**config.mk**
```make
export PLATFORM = sky130hd
export DESIGN_NAME = image_paste_flat
export DESIGN_NICKNAME = d
export VERILOG_FILES = /design/src/rtl/image_pkg.sv /design/src/rtl/image_paste_if.sv /design/src/rtl/video_timing_gen.sv /design/src/rtl/image_paste.sv /design/src/flat_wrapper.sv
export SDC_FILE = /design/constraint.sdc
export NUM_CORES = 1
export LEC_CHECK = 0
export ABC_AREA = 1
export BUFFER_PORTS_ARGS = -buffer_cell sky130_fd_sc_hd__buf_2
export CAP_MARGIN = 5
export CORE_MARGIN = 10
export CORE_UTILIZATION = 30
export CTS_CLUSTER_SIZE = 30
export DETAILED_ROUTE_END_ITERATION = 16
export PLACE_DENSITY = 0.61
export SETUP_SLACK_MARGIN = 0.05
export SYNTH_ARGS = -nofsm -noshare
export SYNTH_HDL_FRONTEND = slang
export SYNTH_SLANG_ARGS = --single-unit
```
**constraint.sdc**
```tcl
create_clock -name clk -period 5.75 [get_ports clk]
set_input_delay 1.725 -clock clk [delete_from_list [all_inputs] [get_ports clk]]
set_output_delay 1.725 -clock clk [all_outputs]
set_load 0.03 [all_outputs]
```
**src/rtl/image_pkg.sv**
```systemverilog
// Shared video-path definitions: pixel type, paste FSM states and 720p timing defaults.
// Other VP blocks import the same timing constants.
package image_pkg;

  typedef logic [23:0] rgb_t;

  typedef enum logic {
    SYNC,
    RUN
  } paste_state_e;

  localparam logic [11:0] H_DISP_720P = 12'd1280;
  localparam logic [11:0] V_DISP_720P = 12'd720;
  localparam logic [11:0] H_FP_720P   = 12'd110;
  localparam logic [11:0] H_SYNC_720P = 12'd40;
  localparam logic [11:0] H_BP_720P   = 12'd220;
  localparam logic [11:0] V_FP_720P   = 12'd5;
  localparam logic [11:0] V_SYNC_720P = 12'd5;
  localparam logic [11:0] V_BP_720P   = 12'd20;

  // Half-open unsigned range test [lo, hi); empty when hi <= lo.
  function automatic logic in_range(input logic [11:0] val, input logic [11:0] lo,
                                    input logic [11:0] hi);
    return (val >= lo) && (val < hi);
  endfunction

endpackage

```
**src/rtl/image_paste_if.sv**
```systemverilog
// Window pixel stream into image_paste: valid/ready handshake with a start-of-frame marker.
interface image_paste_if;
  import image_pkg::*;

  logic in_valid;
  logic in_sof;
  rgb_t in_rgb;
  logic in_ready;

  modport master (
    output in_valid,
    output in_sof,
    output in_rgb,
    input  in_ready
  );

  modport slave (
    input  in_valid,
    input  in_sof,
    input  in_rgb,
    output in_ready
  );

endinterface

```
**src/rtl/video_timing_gen.sv**
```systemverilog
// Raster counters with combinational sync, active and frame-start decodes.
module video_timing_gen
  import image_pkg::*;
#(
  parameter logic [11:0] H_DISP = H_DISP_720P,
  parameter logic [11:0] V_DISP = V_DISP_720P,
  parameter logic [11:0] H_FP   = H_FP_720P,
  parameter logic [11:0] H_SYNC = H_SYNC_720P,
  parameter logic [11:0] H_BP   = H_BP_720P,
  parameter logic [11:0] V_FP   = V_FP_720P,
  parameter logic [11:0] V_SYNC = V_SYNC_720P,
  parameter logic [11:0] V_BP   = V_BP_720P
) (
  input  logic        clk,
  input  logic        rst,
  output logic [11:0] h_cnt,
  output logic [11:0] v_cnt,
  output logic        hs,
  output logic        vs,
  output logic        active,
  output logic        frame_start
);

  localparam logic [11:0] H_TOTAL = H_DISP + H_FP + H_SYNC + H_BP;
  localparam logic [11:0] V_TOTAL = V_DISP + V_FP + V_SYNC + V_BP;
  localparam logic [11:0] HS_BEG  = H_DISP + H_FP;
  localparam logic [11:0] HS_END  = H_DISP + H_FP + H_SYNC;
  localparam logic [11:0] VS_BEG  = V_DISP + V_FP;
  localparam logic [11:0] VS_END  = V_DISP + V_FP + V_SYNC;

  logic [11:0] h_cnt_q, h_cnt_d;
  logic [11:0] v_cnt_q, v_cnt_d;
  logic        h_wrap;

  always_comb begin
    h_wrap  = (h_cnt_q == H_TOTAL - 12'd1);
    h_cnt_d = h_wrap ? 12'd0 : h_cnt_q + 12'd1;
    v_cnt_d = v_cnt_q;
    if (h_wrap) begin
      v_cnt_d = (v_cnt_q == V_TOTAL - 12'd1) ? 12'd0 : v_cnt_q + 12'd1;
    end
  end

  always_ff @(posedge clk) begin
    if (rst) begin
      h_cnt_q <= 12'd0;
      v_cnt_q <= 12'd0;
    end else begin
      h_cnt_q <= h_cnt_d;
      v_cnt_q <= v_cnt_d;
    end
  end

  always_comb begin
    h_cnt       = h_cnt_q;
    v_cnt       = v_cnt_q;
    hs          = in_range(h_cnt_q, HS_BEG, HS_END);
    vs          = in_range(v_cnt_q, VS_BEG, VS_END);
    active      = (h_cnt_q < H_DISP) && (v_cnt_q < V_DISP);
    frame_start = (h_cnt_q == 12'd0) && (v_cnt_q == 12'd0);
  end

endmodule

```
**src/rtl/image_paste.sv**
```systemverilog
// Pastes a handshaked sub-window stream into a full raster filled with a background colour.
// The alignment FSM keeps the window stream locked to the window origin via in_sof.
module image_paste
  import image_pkg::*;
#(
  parameter logic [11:0] H_DISP      = H_DISP_720P,
  parameter logic [11:0] V_DISP      = V_DISP_720P,
  parameter logic [11:0] H_FP        = H_FP_720P,
  parameter logic [11:0] H_SYNC      = H_SYNC_720P,
  parameter logic [11:0] H_BP        = H_BP_720P,
  parameter logic [11:0] V_FP        = V_FP_720P,
  parameter logic [11:0] V_SYNC      = V_SYNC_720P,
  parameter logic [11:0] V_BP        = V_BP_720P,
  parameter int unsigned X_RES_WIDTH = 11,
  parameter int unsigned Y_RES_WIDTH = 11
) (
  input  logic                   clk,
  input  logic                   rst,
  input  logic [X_RES_WIDTH-1:0] start_x,
  input  logic [X_RES_WIDTH-1:0] end_x,
  input  logic [Y_RES_WIDTH-1:0] start_y,
  input  logic [Y_RES_WIDTH-1:0] end_y,
  input  rgb_t                   bg_rgb,
  image_paste_if.slave           in_if,
  output logic                   hs_o,
  output logic                   vs_o,
  output logic                   de_o,
  output rgb_t                   rgb_o,
  output logic                   err_o
);

  logic [11:0] h_cnt, v_cnt;
  logic        hs, vs, active, frame_start;

  video_timing_gen #(
    .H_DISP (H_DISP),
    .V_DISP (V_DISP),
    .H_FP   (H_FP),
    .H_SYNC (H_SYNC),
    .H_BP   (H_BP),
    .V_FP   (V_FP),
    .V_SYNC (V_SYNC),
    .V_BP   (V_BP)
  ) u_timing (
    .clk         (clk),
    .rst         (rst),
    .h_cnt       (h_cnt),
    .v_cnt       (v_cnt),
    .hs          (hs),
    .vs          (vs),
    .active      (active),
    .frame_start (frame_start)
  );

  logic [11:0] x_start_q, x_end_q, y_start_q, y_end_q;
  logic [11:0] x_start, x_end, y_start, y_end;
  logic        win_hit, at_origin;

  // On the frame-start clock the ports are used directly so a window at (0,0) sees the new
  // values in the same cycle they are latched.
  always_comb begin
    x_start   = frame_start ? 12'(start_x) : x_start_q;
    x_end     = frame_start ? 12'(end_x)   : x_end_q;
    y_start   = frame_start ? 12'(start_y) : y_start_q;
    y_end     = frame_start ? 12'(end_y)   : y_end_q;
    win_hit   = active && in_range(h_cnt, x_start, x_end) && in_range(v_cnt, y_start, y_end);
    at_origin = (h_cnt == x_start) && (v_cnt == y_start);
  end

  paste_state_e state_q, state_d;
  logic         in_ready;
  logic         take;
  logic         err;
  rgb_t         pix;

  always_comb begin
    state_d  = state_q;
    in_ready = 1'b0;
    take     = 1'b0;
    err      = 1'b0;
    unique case (state_q)
      SYNC: begin
        if (win_hit && at_origin && in_if.in_valid && in_if.in_sof) begin
          in_ready = 1'b1;
          take     = 1'b1;
          state_d  = RUN;
        end else begin
          // Drain anything that is not a frame start; hold the in_sof beat.
          in_ready = in_if.in_valid && !in_if.in_sof;
        end
      end
      RUN: begin
        in_ready = win_hit;
        if (win_hit) begin
          if (!in_if.in_valid) begin
            err = 1'b1;
          end else if (in_if.in_sof && !at_origin) begin
            // Early frame start: leave the beat in place for the next origin.
            in_ready = 1'b0;
            err      = 1'b1;
            state_d  = SYNC;
          end else begin
            take = 1'b1;
            err  = at_origin && !in_if.in_sof;
          end
        end
      end
      default: state_d = SYNC;
    endcase

    if (!active) begin
      pix = 24'h0;
    end else if (take) begin
      pix = in_if.in_rgb;
    end else begin
      pix = bg_rgb;
    end
  end

  assign in_if.in_ready = in_ready;

  always_ff @(posedge clk) begin
    if (rst) begin
      state_q   <= SYNC;
      x_start_q <= 12'd0;
      x_end_q   <= 12'd0;
      y_start_q <= 12'd0;
      y_end_q   <= 12'd0;
      hs_o      <= 1'b0;
      vs_o      <= 1'b0;
      de_o      <= 1'b0;
      rgb_o     <= 24'h0;
      err_o     <= 1'b0;
    end else begin
      state_q <= state_d;
      if (frame_start) begin
        x_start_q <= x_start;
        x_end_q   <= x_end;
        y_start_q <= y_start;
        y_end_q   <= y_end;
      end
      hs_o  <= hs;
      vs_o  <= vs;
      de_o  <= active;
      rgb_o <= pix;
      err_o <= err;
    end
  end

endmodule

```
**src/flat_wrapper.sv**
```systemverilog
// flat-port wrapper written by rule: the top's interface ports become plain ports
module image_paste_flat import image_pkg::*;
#(
  parameter logic [11:0] H_DISP      = H_DISP_720P,
  parameter logic [11:0] V_DISP      = V_DISP_720P,
  parameter logic [11:0] H_FP        = H_FP_720P,
  parameter logic [11:0] H_SYNC      = H_SYNC_720P,
  parameter logic [11:0] H_BP        = H_BP_720P,
  parameter logic [11:0] V_FP        = V_FP_720P,
  parameter logic [11:0] V_SYNC      = V_SYNC_720P,
  parameter logic [11:0] V_BP        = V_BP_720P,
  parameter int unsigned X_RES_WIDTH = 11,
  parameter int unsigned Y_RES_WIDTH = 11
)
  (clk, rst, start_x, end_x, start_y, end_y, bg_rgb, hs_o, vs_o, de_o, rgb_o, err_o, in_if_in_valid, in_if_in_sof, in_if_in_rgb, in_if_in_ready);
  image_paste_if in_if_i ();
  input  logic clk;
  input  logic rst;
  input  logic [X_RES_WIDTH-1:0] start_x;
  input  logic [X_RES_WIDTH-1:0] end_x;
  input  logic [Y_RES_WIDTH-1:0] start_y;
  input  logic [Y_RES_WIDTH-1:0] end_y;
  input  rgb_t bg_rgb;
  output logic hs_o;
  output logic vs_o;
  output logic de_o;
  output rgb_t rgb_o;
  output logic err_o;
  input wire logic [$bits(in_if_i.in_valid)-1:0] in_if_in_valid;
  input wire logic [$bits(in_if_i.in_sof)-1:0] in_if_in_sof;
  input wire logic [$bits(in_if_i.in_rgb)-1:0] in_if_in_rgb;
  output wire logic [$bits(in_if_i.in_ready)-1:0] in_if_in_ready;
  assign in_if_i.in_valid = in_if_in_valid;
  assign in_if_i.in_sof = in_if_in_sof;
  assign in_if_i.in_rgb = in_if_in_rgb;
  assign in_if_in_ready = in_if_i.in_ready;
  image_paste #(.H_DISP(H_DISP), .V_DISP(V_DISP), .H_FP(H_FP), .H_SYNC(H_SYNC), .H_BP(H_BP), .V_FP(V_FP), .V_SYNC(V_SYNC), .V_BP(V_BP), .X_RES_WIDTH(X_RES_WIDTH), .Y_RES_WIDTH(Y_RES_WIDTH)) u_core (.clk(clk), .rst(rst), .start_x(start_x), .end_x(end_x), .start_y(start_y), .end_y(end_y), .bg_rgb(bg_rgb), .in_if(in_if_i), .hs_o(hs_o), .vs_o(vs_o), .de_o(de_o), .rgb_o(rgb_o), .err_o(err_o));
endmodule
```
* Yosys cells after proc, flatten, opt, wreduce, memory -nomap -nowiden
Cells that the tools add are included.
** Operators by class
- $add $sub $neg :: 2
- Order comparisons :: 10
- Equality and inequality tests :: 4
- Muxes and demuxes :: 19
- Bitwise operators :: 3
- Reduce and logical (&&, ||, !) cells :: 22
** Operator list (count)
- $mux W12 :: 5
- $add A12 B1 Y12 const B :: 2
- $eq A12 B12 Y1 :: 2
- $ge A12 B12 Y1 :: 2
- $logic_not A12 Y1 :: 2
- $lt A12 B10 Y1 const B :: 2
- $lt A12 B11 Y1 const B :: 2
- $lt A12 B12 Y1 :: 2
- $mux W24 :: 1
- $logic_and A1 B1 Y1 :: 15
- $eq A12 B10 Y1 const B :: 1
- $eq A12 B11 Y1 const B :: 1
- $ge A12 B10 Y1 const B :: 1
- $ge A12 B11 Y1 const B :: 1
- $mux W1 :: 10
- $pmux W1 S2 :: 3
- $reduce_or A2 Y1 :: 2
- $not A1 Y1 :: 3
- $reduce_or A3 Y1 :: 1
- $logic_not A1 Y1 :: 2
** Word-level totals
- Register bits after elaboration :: 101
- Input bits :: 96
- Output and inout port bits :: 29
- Logic and storage cells :: 72

* Longest topological paths before layout
- Depth in word-level cells :: 13
- Depth in mapped cells :: 26
- Mapped depth without buffers :: 24

* Modules after synthesis
Synthesis repeated with hierarchy kept, for this count alone.
** Unflattened totals
- Cells, all modules :: 751
- Area, all modules :: 5580.4 µm²
** By module, submodules not included
- image_paste :: instances 1, cells an instance 506, area an instance 4015.1 µm², sequential area each 1541.5 µm²
- video_timing_gen :: instances 1, cells an instance 245, area an instance 1565.3 µm², sequential area each 480.5 µm²

* Worst setup path before layout
Ideal clock, no wire load.
- Path kind :: input to output
- From :: input end_x[9]
- To :: output in_if_in_ready
- Data arrival time :: 3.613 ns
- Data required time :: 4.025 ns
- Slack :: 0.412 ns
- Stages on the path :: 13
- Path buffers :: 1
- Path through :: mux2i_1 -> ha_1 -> nand2_1 -> inv_1 -> o21ai_0 -> nand4_1 -> nand3b_1 -> nor2_1 -> nand3_1 -> a21oi_2 -> nand3_2 -> clkbuf_1 -> o211ai_1
** Between the ends
- Longest elaborated chain between the ends :: 10
- Elaborated cells between the ends (all ways) :: 11
** Ends and longest elaborated chain
- from (decl) :: RTL line flat_wrapper.sv:20 : input logic [X_RES_WIDTH-1:0] end_x;
- $mux W12 (*) :: RTL line image_paste.sv:63 : x_end = frame_start ? 12'(end_x) : x_end_q;
- $lt A12 B12 Y1 (*) :: RTL line image_pkg.sv:24 : return (val >= lo) && (val < hi);
- $logic_and A1 B1 Y1 (*) :: RTL line image_pkg.sv:24
- $logic_and A1 B1 Y1 (*) (2 in series) :: RTL line image_paste.sv:66 : win_hit = active && in_range(h_cnt, x_start, x_end) && in_range(v_cnt, y_start, y_end);
- $logic_and A1 B1 Y1 (3 in series) :: RTL line image_paste.sv:83 : if (win_hit && at_origin && in_if.in_valid && in_if.in_sof) begin
- $mux W1 :: RTL line image_paste.sv:83
- $pmux W1 S2 (*) :: RTL line image_paste.sv:81 : unique case (state_q)
- to (decl) :: RTL line flat_wrapper.sv:32 : output wire logic [$bits(in_if_i.in_ready)-1:0] in_if_in_ready;
Every way passes the cells marked *; elsewhere a longest branch is shown, timed or not.

* Worst setup path in the final report
Same ends and word-level chain as after synthesis.

==> metrics.log <==
[metrics] average routed wire per standard cell: 14.05 um
[metrics] total placed instance area: 0.006245 sq mm
[metrics] highest achievable clock rate: 185.5 MHz
[metrics] most frequent standard cell in the layout excluding fill and tap cells: sky130_fd_sc_hd__buf_2
[metrics] GRT Resource Usage Total: 12.11%
[metrics] delay of the slowest critical-path stage: 0.30 ns
[metrics] Max H-tree Level: 3
[metrics] mux share of post-synthesis cell area: 7.459%
[metrics] Net Count, Synth: 841
[metrics] CP max stage cell: sky130_fd_sc_hd__ha_1
[metrics] reported max-cap violation count: 0
[metrics] total overflow reported by the global router: 0
[metrics] maximum clock insertion buffer count: 2
[metrics] area of the die: 0.02364 sq mm
[metrics] setup repair after global routing missed its margin: false
[metrics] flop-to-flop setup slack: 1.84 ns
[metrics] wire length of the first global-routing pass: 23570 um
[metrics] worst path cell trace: buf_2 -> mux2i_1 -> ha_1 -> nand2_1 -> inv_1 -> o21ai_0 -> nand4_1 -> nand3b_1 -> nor2_1 -> nand3_1 -> a21oi_4 -> nand4_1 -> o211ai_1 -> buf_4
[metrics] class of the worst hold path: register to register
[metrics] kind of cell adding the most delay to the critical path: simple AND/OR/NAND/NOR gates
[metrics] starting density of the core: 30.82%
[metrics] CP endpoint kind: output pin
[metrics] clock-pin slew of the registers on the worst-case setup and hold paths: 0.07 ns
[metrics] element type at the critical path start: input port
[metrics] Inserted Clock Buffers: 9
[metrics] Post-Synth Adder-Cell Area: 12.82%
[metrics] simple logic cell fraction of the synthesized area: 23.96%
[metrics] sequential-to-total area share from yosys stat: 37.67%
[metrics] leading cell types in the layout, fill and taps excluded: sky130_fd_sc_hd__buf_2 (123), sky130_fd_sc_hd__nor2_1 (106), sky130_fd_sc_hd__dfxtp_1 (97)
[metrics] Yosys reg bits: 101
[metrics] clock latency on the worst-skew pair: 0.36 ns
[metrics] Min Clock Period, post-route: 5.390 ns
[metrics] via count: 4810
[metrics] met3 layer usage reported by global route: 2.957%
[metrics] total power density per cell area: 261.4 mW/mm^2
[metrics] share of final-layout standard cells stronger than drive strength 1: 21.98%
[metrics] diode insertion count for antenna repair: 0
[metrics] library cell used as clock root buffer: sky130_fd_sc_hd__clkbuf_16
[metrics] drt pass-1 iters: 4
[metrics] Slew Limit Fails: 0
[metrics] initial DRC count: 250
[metrics] sink count of the clock tree: 101
[metrics] tightest hold margin: 0.4494 ns
[metrics] number of nets in the layout: 965
[metrics] complex-gate fraction of the synthesized area: 9.324%
[metrics] critical path required time: 4.03 ns
[metrics] WL final: 14670 um
[metrics] Netlist Area Pre-Place: 0.005368 sq mm
[metrics] r2r startpoint: u_core.u_timing.h_cnt[1]$_SDFF_PP0_
[metrics] WHS Endpoint: u_core.u_timing.h_cnt[0]$_SDFF_PP0_
[metrics] R2R depth: 27
[metrics] hold-fix buffer count after cts: 0
[metrics] Final TNS setup: 0 ns
[metrics] clock tree from TritonCTS: done
[metrics] Layout Skew: 0.01165 ns
[metrics] leak pwr: 3.369 nW
[metrics] setup slack at placement: 0.2356 ns
[metrics] headroom to the max-slew limit: 52.83%
[metrics] busiest metal layer after global routing: met2
[metrics] vias per cell: 4.607
[metrics] GR met2 Demand/Resource: 20.67%
[metrics] weighted congestion at the end of routability-driven global placement: 0.8034
[metrics] buffers plus inverters on the worst setup path: 3
[metrics] number of global-route vias before repair: 4613
[metrics] Setup-failing EPs final: 0
[metrics] GR Util met1: 14.35%
[metrics] most common cell type on the critical path: sky130_fd_sc_hd__nand4_1
[metrics] average size of a mapped cell: 7.779 sq um
[metrics] number of antenna-violating nets in the routed design: 0
[metrics] total I/O pin count: 125
[metrics] area overhead of the layout relative to synthesis: 23.61%
[metrics] critical hold path startpoint: u_core.u_timing.h_cnt[0]$_SDFF_PP0_
[metrics] combinational family with the most area after synthesis: simple AND/OR/NAND/NOR gates
[metrics] antenna violations before repair: 0
[metrics] Die X-Extent: 153.8 um
[metrics] largest vdd supply drop: 0.0001381 V
[metrics] HPWL reported at the end of detailed placement: 11070 um
[metrics] largest driver fanout on the critical path: 3
[metrics] Final Hold Vio Count: 0
[metrics] hold-critical path depth: 1
[metrics] site row count: 48
[metrics] number of warning messages in the yosys log: 0
[metrics] reg2reg end: u_core.rgb_o[4]$_SDFF_PP0_
[metrics] number of buffer cells added on primary ports: 124
[metrics] number of distinct library cells after synthesis: 38
[metrics] Post-Synthesis Cells: 690
[metrics] Final Cycle Share: 93.75%
[metrics] CORE AREA: 0.01742 sq mm
[metrics] outcome: finished clean
[metrics] Worst Path Arrival: 3.67 ns
[metrics] y dimension of the die: 153.8 um
[metrics] fraction of synthesized cell area in xor and xnor cells: 0.8159%
[metrics] Setup Crit Path Kind: input port to output pin
[metrics] remaining routing DRC violations: 0
[metrics] least setup slack across all paths after layout: 0.3595 ns
[metrics] largest net degree at the start of global routing: 50
[metrics] transition time at the pin with the least slew margin: 0.6897 ns
[metrics] Finished Cell Area: 0.006635 sq mm
-- cell usage after synthesis (all sizes together) --
master	count	area, sq um
nor2	111	426.7
dfxtp	101	2022
nand2	95	369.1
inv	80	300.3
a21oi	60	304.0
ha	55	688.2
nand3	45	235.2
mux2i	40	400.4
o21ai	20	100.1
nor3	14	70.07
nand4	13	87.58
buf	12	81.33
clkbuf	11	41.29
a211oi	5	37.54
nor3b	5	37.54
or2	4	25.02
o21a	3	22.52
xor2	3	26.28
nand3b	2	15.01
nor4	2	12.51
xnor2	2	17.52
a2111oi	1	8.760
a31oi	1	6.260
clkinv	1	3.750
o211ai	1	7.510
o22ai	1	6.260
o31ai	1	7.510
or4	1	7.510
-- final cells by class --
cell class              instances  area (sq um)
clock buffers                  11         252.7
clock inverters                 5         65.06
fillers                      1824         10780
inverters                      81         304.0
multi-input cells             485          2955
flip-flops and latches        101          2029
well taps                     225         281.5
repair buffers                136         747.0
-- metal layers --
metal | vias up | wire [um]
met5 | - | 0
met3 | 20 | 672
met1 | 2178 | 6488
li1 | 2531 | -
met4 | 0 | 277
met2 | 81 | 7227
-- cell families (layout without fill, tap and decap cells) --
kind of cell               after synthesis  count (layout)
and+or+nand+nor                        292             292
buffers and inverters                  104             233
DFF                                    101             101
AOI/OAI and AO/OA                       93              93
adders and majority gates               55              55
muxes                                   40              40
xor gates and xnor gates                 5               5
-- how the worst max path moves through the flow --
stage	start	to	cells past startpoint
floorplan	end_x[9]	in_if_in_ready	13
global placement	end_y[9]	in_if_in_ready	14
detailed placement	end_x[9]	in_if_in_ready	14
CTS	u_core.u_timing.h_cnt[1]$_SDFF_PP0_	in_if_in_ready	23
global route	u_core.u_timing.h_cnt[2]$_SDFF_PP0_	in_if_in_ready	20
finish	end_x[9]	in_if_in_ready	14
-- power breakdown --
| group | switching [W] | total, W | leakage [nW] | internal, W |
|---|---|---|---|---|
| sequential | 0.0000122 | 0.000754 | 0.832 | 0.000742 |
| combinational | 0.000190 | 0.000328 | 2.38 | 0.000138 |
| clock | 0.000286 | 0.000652 | 0.157 | 0.000366 |
| total | 0.000488 | 0.00173 | 3.37 | 0.00125 |
-- what timing repair did --
| item | in CTS | in global routing |
|---|---|---|
| buffers inserted | 0 | 1 |
| setup endpoints to repair | 0 | 1 |
| resized for setup | 0 | 16 |
-- stage by stage --
| step | utilization [%] | total power (W) | instances |
|---|---|---|---|
| after floorplan | - | 0.0009893 | 690 |
| after global placement | 35.85 | 0.001085 | 1026 |
| after detailed placement | 35.85 | 0.001092 | 1026 |
| after CTS | 37.68 | 0.001753 | 1042 |
| after global routing | 38.10 | 0.001832 | 1044 |
| final | 38.10 | 0.001734 | 1044 |
-- flip-flops by register name, indices dropped and copies added (netlist names) --
| name | flops |
|---|---|
| u_core.x_start_q | 12 |
| u_core.u_timing.v_cnt | 12 |
| u_core.x_end_q | 12 |
| u_core.err_o | 1 |
| u_core.de_o | 1 |
| u_core.hs_o | 1 |
| u_core.vs_o | 1 |
| u_core.rgb_o | 24 |
| u_core.y_end_q | 12 |
| u_core.state_q | 1 |
| u_core.y_start_q | 12 |
| u_core.u_timing.h_cnt | 12 |
(Power assumes the default switching activity.)
